[src/rtl/lsu_byte_serial.sv]
`default_nettype none
// ============================================================================
// Module      : lsu_byte_serial
// Description : Byte-serial RV32I load/store unit. Accepts one request
//               (address, funct3 width, store data). Moves one byte per
//               8-bit memory handshake, little-endian. Returns a
//               sign/zero-extended load word or completes a store.
// Revision    : 1.0 - initial release
// ============================================================================
module lsu_byte_serial #(
  parameter int ADDR_W = 32,
  parameter int DATA_W = 32
) (
  input  logic              clk,
  input  logic              rst_n,
  input  logic              req_valid,
  output logic              req_ready,
  input  logic              req_store,
  input  logic [2:0]        req_funct3,
  input  logic [ADDR_W-1:0] req_addr,
  input  logic [DATA_W-1:0] req_wdata,
  output logic              resp_valid,
  output logic              resp_err,
  output logic [DATA_W-1:0] resp_rdata,
  output logic              mem_req,
  output logic              mem_we,
  output logic [ADDR_W-1:0] mem_addr,
  output logic [7:0]        mem_wdata,
  input  logic [7:0]        mem_rdata,
  input  logic              mem_ack
);

  typedef enum logic [1:0] {
    ST_IDLE   = 2'd0,
    ST_ACCESS = 2'd1,
    ST_DONE   = 2'd2
  } state_t;

  state_t            state_q, state_d;
  logic              store_q, store_d;
  logic [2:0]        funct3_q, funct3_d;
  logic [ADDR_W-1:0] base_q, base_d;
  logic [DATA_W-1:0] wdata_q, wdata_d;
  logic [1:0]        idx_q, idx_d;
  logic              err_q, err_d;
  logic [DATA_W-1:0] buf_q, buf_d;   // bytes gathered so far for a load
  logic [DATA_W-1:0] hold_q, hold_d; // last response word, held between responses

  logic              req_legal;
  logic              last_byte;
  logic [DATA_W-1:0] ext_word;

  // Request legality, last-byte detection and load-result extension
  always_comb begin
    req_legal = 1'b0;
    if (req_store) begin
      req_legal = (req_funct3 == 3'd0) || (req_funct3 == 3'd1) || (req_funct3 == 3'd2);
    end else begin
      req_legal = (req_funct3 == 3'd0) || (req_funct3 == 3'd1) || (req_funct3 == 3'd2) ||
                  (req_funct3 == 3'd4) || (req_funct3 == 3'd5);
    end

    case (funct3_q[1:0])
      2'b00:   last_byte = (idx_q == 2'd0);
      2'b01:   last_byte = (idx_q == 2'd1);
      default: last_byte = (idx_q == 2'd3);
    endcase

    ext_word = '0;
    if (!store_q && !err_q) begin
      case (funct3_q)
        3'd0:    ext_word = {{(DATA_W-8){buf_q[7]}}, buf_q[7:0]};
        3'd1:    ext_word = {{(DATA_W-16){buf_q[15]}}, buf_q[15:0]};
        3'd4:    ext_word = {{(DATA_W-8){1'b0}}, buf_q[7:0]};
        3'd5:    ext_word = {{(DATA_W-16){1'b0}}, buf_q[15:0]};
        default: ext_word = buf_q;
      endcase
    end
  end

  // Next-state and output decode for IDLE -> ACCESS -> DONE sequencing
  always_comb begin
    state_d    = state_q;
    store_d    = store_q;
    funct3_d   = funct3_q;
    base_d     = base_q;
    wdata_d    = wdata_q;
    idx_d      = idx_q;
    err_d      = err_q;
    buf_d      = buf_q;
    hold_d     = hold_q;
    req_ready  = 1'b0;
    resp_valid = 1'b0;
    resp_err   = 1'b0;
    resp_rdata = hold_q;
    mem_req    = 1'b0;
    mem_we     = 1'b0;
    mem_addr   = '0;
    mem_wdata  = 8'h00;

    case (state_q)
      ST_IDLE: begin
        req_ready = 1'b1;
        if (req_valid) begin
          store_d  = req_store;
          funct3_d = req_funct3;
          base_d   = req_addr;
          wdata_d  = req_wdata;
          idx_d    = 2'd0;
          buf_d    = '0;
          err_d    = !req_legal;
          // Illegal widths skip memory entirely and report straight away
          state_d  = req_legal ? ST_ACCESS : ST_DONE;
        end
      end
      ST_ACCESS: begin
        mem_req   = 1'b1;
        mem_we    = store_q;
        mem_addr  = base_q + ADDR_W'(idx_q);
        mem_wdata = wdata_q[{idx_q, 3'b000} +: 8];
        if (mem_ack) begin
          if (!store_q) begin
            buf_d[{idx_q, 3'b000} +: 8] = mem_rdata;
          end
          idx_d = idx_q + 2'd1;
          if (last_byte) begin
            state_d = ST_DONE;
          end
        end
      end
      ST_DONE: begin
        resp_valid = 1'b1;
        resp_err   = err_q;
        resp_rdata = ext_word;
        hold_d     = ext_word;
        state_d    = ST_IDLE;
      end
      default: begin
        state_d = ST_IDLE;
      end
    endcase
  end

  // State and datapath registers; reset aborts any access in flight
  always_ff @(posedge clk or negedge rst_n) begin
    if (!rst_n) begin
      state_q  <= ST_IDLE;
      store_q  <= 1'b0;
      funct3_q <= 3'd0;
      base_q   <= '0;
      wdata_q  <= '0;
      idx_q    <= 2'd0;
      err_q    <= 1'b0;
      buf_q    <= '0;
      hold_q   <= '0;
    end else begin
      state_q  <= state_d;
      store_q  <= store_d;
      funct3_q <= funct3_d;
      base_q   <= base_d;
      wdata_q  <= wdata_d;
      idx_q    <= idx_d;
      err_q    <= err_d;
      buf_q    <= buf_d;
      hold_q   <= hold_d;
    end
  end

endmodule
`default_nettype wire

[config.mk]
export PLATFORM = sky130hd
export DESIGN_NAME = lsu_byte_serial
export DESIGN_NICKNAME = d
export VERILOG_FILES = /design/src/rtl/lsu_byte_serial.sv
export SDC_FILE = /design/constraint.sdc
export NUM_CORES = 1
export LEC_CHECK = 0
export ABC_AREA = 1
export CELL_PAD_IN_SITES_DETAIL_PLACEMENT = 1
export CELL_PAD_IN_SITES_GLOBAL_PLACEMENT = 1
export CORE_UTILIZATION = 33
export CTS_BUF_LIST = sky130_fd_sc_hd__clkbuf_16
export CTS_CLUSTER_DIAMETER = 30
export DETAILED_ROUTE_END_ITERATION = 8
export GPL_TIMING_DRIVEN = 1
export PLACE_DENSITY = 0.87
export SLEW_MARGIN = 20
export SYNTH_ARGS = -nofsm -noshare
export SYNTH_HDL_FRONTEND = slang
export SYNTH_SLANG_ARGS = --single-unit
[constraint.sdc]
create_clock -name clk -period 2.2 [get_ports clk]
set_clock_uncertainty 0.15 [all_clocks]
set_input_delay 0.55 -clock clk [delete_from_list [all_inputs] [get_ports clk]]
set_output_delay 0.55 -clock clk [all_outputs]
set_load 0.005 [all_outputs]
# After elaboration in Yosys (flattened, before gate mapping)
# Index checks and enable logic that the tools add are counted.
totals:
  regBits: 137
  input_bits: 80
  elab_cells: 74
  output_inout_bits: 77
op_classes:
  shift: 3
  n_mux: 25
  n_addsub: 3
  n_reduce_logical: 18
  n_eq_ne: 16
ops:
  columns: ["op", "count"]
  rows:
  - ["two-way mux 32 bit", 6]
  - ["one-hot mux 32 bit (4 select lines)", 1]
  - ["one-hot mux 32 bit (2 select lines)", 1]
  - ["adder 32 x 2 -> 32 bit", 1]
  - ["bitwise mux 32 bit", 1]
  - ["variable shift 8 x 7 -> 32 bit (first input constant)", 1]
  - ["variable part select 32 x 6 -> 8 bit", 1]
  - ["variable part select 8 x 7 -> 32 bit", 1]
  - ["equality test 3 bit (second input constant)", 4]
  - ["two-way mux 2 bit", 6]
  - ["two-way mux 8 bit", 1]
  - ["inequality test 2 bit (second input constant)", 4]
  - ["one-hot mux 2 bit (2 select lines)", 2]
  - ["negation 5 -> 7 bit", 1]
  - ["equality test 2 x 1 -> 1 bit (second input constant)", 3]
  - ["equality test 3 x 1 -> 1 bit (second input constant)", 2]
  - ["logical NOT 2 bit", 3]
  - ["logical NOT 3 bit", 2]
  - ["two-way mux 1 bit", 6]
  - ["AND reduction 3 bit", 2]
  - ["equality test 2 bit (second input constant)", 2]
  - ["logical OR 1 bit", 4]
  - ["AND reduction 4 bit", 1]
  - ["equality test 3 x 2 -> 1 bit (second input constant)", 1]
  - ["6 further kinds", 8]

# Depth between registers and ports, before layout
logic_depth:
  word_depth: 9
  mapped_depth: 10
  ltp_nobuf: 10

# Worst setup path before layout
# No wires, ideal clock.
synth_timing:
  path_type: "reg-to-output"
  startpoint: "register idx_q[0]"
  endpoint: "output mem_addr[18]"
  path_stages_with_launch: 11
  required_ns: 1.500
  setup_slack_ns: -0.104
  arrival_time_ns: 1.604
  path_buffers: 0
  cell_sequence: "dfrtp_1 -> ha_1 -> fa_1 -> nand2_1 -> nor2_1 -> nand2_1 -> nor2_1 -> nand2_1 -> nand2_1 -> nand2_1 -> nor2_1"
synth_via:
  elab_chain_cells: 2
synth_lines:
  columns: ["item", "line", "text"]
  rows:
  - ["start, declared", "44", "logic [1:0] idx_q, idx_d;"]
  - ["start signal, assigned", "162", "idx_q <= idx_d;"]
  - ["adder 32 x 2 -> 32 bit", "119", "mem_addr = base_q + ADDR_W'(idx_q);"]
  - ["two-way mux 32 bit", "101", "case (state_q)"]
  - ["end, declared", "27", "output logic [ADDR_W-1:0] mem_addr,"]
# No other way between the ends.

# Final worst setup path
layout_timing:
  startpoint: "register base_q[1]"
  endpoint: "output mem_addr[31]"
layout_via:
  elab_chain_cells: 2
layout_lines:
  columns: ["item", "line", "text"]
  rows:
  - ["start, declared", "42", "logic [ADDR_W-1:0] base_q, base_d;"]
  - ["start signal, assigned", "160", "base_q <= base_d;"]
  - ["adder 32 x 2 -> 32 bit", "119", null]
  - ["two-way mux 32 bit", "101", null]
# No other way between the ends.

==> impl_metrics.tcl <==
set metrics [dict create \
    gp_congestion 0.890 \
    setup_violations 114 \
    path_common_cell "nand2_1" \
    clock.fmax_ghz 0.320 \
    die-area_mm2 0.0217 \
    die_h_um 147 \
    hold_viol_final 0 \
    synth-main-ff-cell "dfrtp_1" \
    setup_slack_ns -0.927 \
    avgSynthCellArea_um2 7.18 \
    synth.most_common_cell "nand2_1" \
    drt_pass1_iterations 5 \
    clock_sinks 137 \
    crit_chain "ha_1, nand3_2, nand2_4, buf_6, buf_6, nand2_8, nor2_4, nand2_1, nand2_1, nand2_1, nor2_2, buf_2" \
    synth_seq_cells 137 \
    violations "negative setup slack" \
    dr.first_iter.drc_count 593 \
    die_x_um 147 \
    grt_pass1_vias 9405 \
    ys_types 27 \
    core_area_mm2 0.0205 \
    synth_edf_count 0 \
    wl_um 41000 \
    crit_slowest_cell "dfrtp_1" \
    synth_area_leaders "dfrtp_1, nand2_1, nor2_1" \
    synth_top_cell_by_area "dfrtp_1" \
    grt_max_degree 45 \
    num_vias 9055 \
    wl_met3_um 2350 \
    end_kind "primary output" \
    cts_buffers 17 \
    required_ns 1.50 \
    holdWs_ns 0.334 \
    start_kind "flop" \
    placed_cell_area_mm2 0.00953 \
    cts_tree "built" \
    initial_core_util_pct 34.0 \
    rows 52 \
    drv_cap 0 \
    wl_per_cell_um 24.9 \
    synth_nets 1059 \
    port_buffers 156 \
    synthesis.area_mm2 0.00698 \
    highest_layer "met4" \
    fin_util_pct 64.1 \
    hold_class "flop to flop" \
    clockBufferDepth 2 \
    layout.nets 1454 \
    syn2layout_area_growth_pct 88.2 \
    critical_path_class "flop to primary output" \
    drive_above_1_share_pct 45.0 \
    slew_viol_final 0 \
    fin_cells 1649 \
    antenna_found_initial 0 \
    drc 0 \
    relSlewSlack_pct 66.9 \
    finalInstanceArea_mm2 0.0131 \
    final.fill_count 2320 \
    htree_levels 4 \
    insertion_delay_ns 0.44 \
    fin_crit_sh_pct 142 \
    met1_length_um 14800 \
    route.met2.wl_um 21100 \
    tns_ns -53.79 \
    rsz0062_at_grt "yes" \
    status "finished with violations" \
    dp_cells 1454 \
    max_stage_delay_ns 0.42 \
    worst_pin_slew_ns 0.497 \
    n_antenna_cell 0 \
    clkTransAtPathRegs_ns 0.07 \
    critPathMaxFanout 5 \
    viasPerCell 5.49 \
    ir_worst_vdd_v 0.000658 \
    yosysWarnings 0 \
    drtAntennaViolNets 0 \
    io_pins 157 \
    async_reset_ff_share_pct 100 \
    synth_common_cells "nand2_1, nor2_1, dfrtp_1" \
    yosys.area.top_type_share_pct 49.1 \
    post-dp-hpwl_um 17700 \
    period_needed_ns 3.13 \
    grt-ovfl-total 0 \
    crit_arrival_ns 2.43 \
    grt.total_usage_pct 30.3 \
    power.leakage_nw 6.21 \
    syn_inst 972 \
    grt_pass1_wl_um 50500 \
    synth_seq_area_share_pct 49.1 \
    p_per_area_mw_per_mm2 1320 \
    root_buffer "clkbuf_16" \
]
## path summary, 6_finish.rpt
kind                                       startpoint                 endpoint  slack, ns  depth (start not counted)
worst max-delay path            base_q[1]$_DFFE_PN0P_             mem_addr[31]      -0.93                         12
worst min-delay path             hold_q[12]$_DFF_PN0_     hold_q[12]$_DFF_PN0_       0.33                          2
worst max register to register   idx_q[0]$_DFFE_PN0P_     buf_q[1]$_DFFE_PN0P_      -0.36                         15
worst min register to register   hold_q[12]$_DFF_PN0_     hold_q[12]$_DFF_PN0_       0.33                          2
max in group asynchronous                       rst_n  wdata_q[14]$_DFFE_PN0P_       0.73                          3
min in group asynchronous                       rst_n   base_q[28]$_DFFE_PN0P_       0.47                          2
## metal layers
layer  track usage [%]  vias up
met4              13.7        0
met1              33.9     4484
met2              54.9      493
li1                  -     3866
met3              6.67      212
met5                 0        -
## power by group
group	total, mW	switching, mW	leakage, nW	internal, mW
Clock	3.28	1.28	0.302	1.99
Combinational	9.72	5.42	4.12	4.30
Sequential	4.28	0.909	1.79	3.37
## critical path, delay by kind of cell (launching register included)
| kind | cells | cell delay, ns |
|---|---|---|
| and+or+nand+nor | 8 | 0.92 |
| DFF | 1 | 0.42 |
| buffers and inverters | 3 | 0.35 |
| adders and majority gates | 1 | 0.30 |
## through the flow
step	worst slack (ns)	total power, mW
2_1_floorplan	-0.0151	6.42
6_report	-0.927	17.3
3_5_place_dp	-0.755	9.29
5_1_grt	-0.977	17.9
3_3_place_gp	-0.665	9.04
4_1_cts	-0.756	14.3
## layout by cell type, fill, tap and decap left out, drive strengths merged
master	synthesis	layout
buf	15	332
fa	1	1
inv	55	56
nor2	154	154
o21ai	97	97
nand3b	1	1
xor2	2	2
or2	3	5
a22o	7	7
bufbuf	0	1
clkinvlp	0	4
clkbuf	25	19
nand3	57	57
clkinv	3	7
a21oi	22	22
nand2	375	375
nor3	6	6
dlygate4sd3	0	1
ha	6	6
dfrtp	137	137
o21a	1	1
xnor2	3	3
clkdlybuf4s50	0	78
bufinv	0	5
nand4	1	1
nor3b	1	1
## state kept, by name, summed over array words and instances (netlist names)
signal	count
base_q	32
buf_q	32
hold_q	32
wdata_q	32
funct3_q	3
idx_q	2
state_q	2
err_q	1
store_q	1
## cells by family (layout without fill, tap and decap cells)
logic type / after synthesis / count (layout) / synth area share [%]
buffers and inverters: 98 / 503 / 5.42
DFF: 137 / 137 / 49.1
and+or+nand+nor: 598 / 600 / 33.9
adders and majority gates: 7 / 7 / 1.36
xor gates and xnor gates: 5 / 5 / 0.628
AOI/OAI and AO/OA: 127 / 127 / 9.52
## final cells by class
type	instances	area (um2)	area share, %
Multi-Input combinational cell	739	4650	35.4
Timing Repair Buffer	414	3820	29.1
Sequential cell	137	3430	26.1
Clock buffer	17	425	3.24
Tap cell	270	338	2.57
Inverter	58	263	2.00
Clock inverter	14	204	1.55
## repair_timing
item | CTS | global route
endpoints found under the hold margin | 38 | 0
endpoints found under the setup margin | 112 | 114
hold buffers | 1 | 0
gates cloned | 8 | 3
pin swaps | 108 | 126
setup buffers | 104 | 82
gates resized for setup | 619 | 267
No activity file was read; power rests on OpenSTA's default activity.
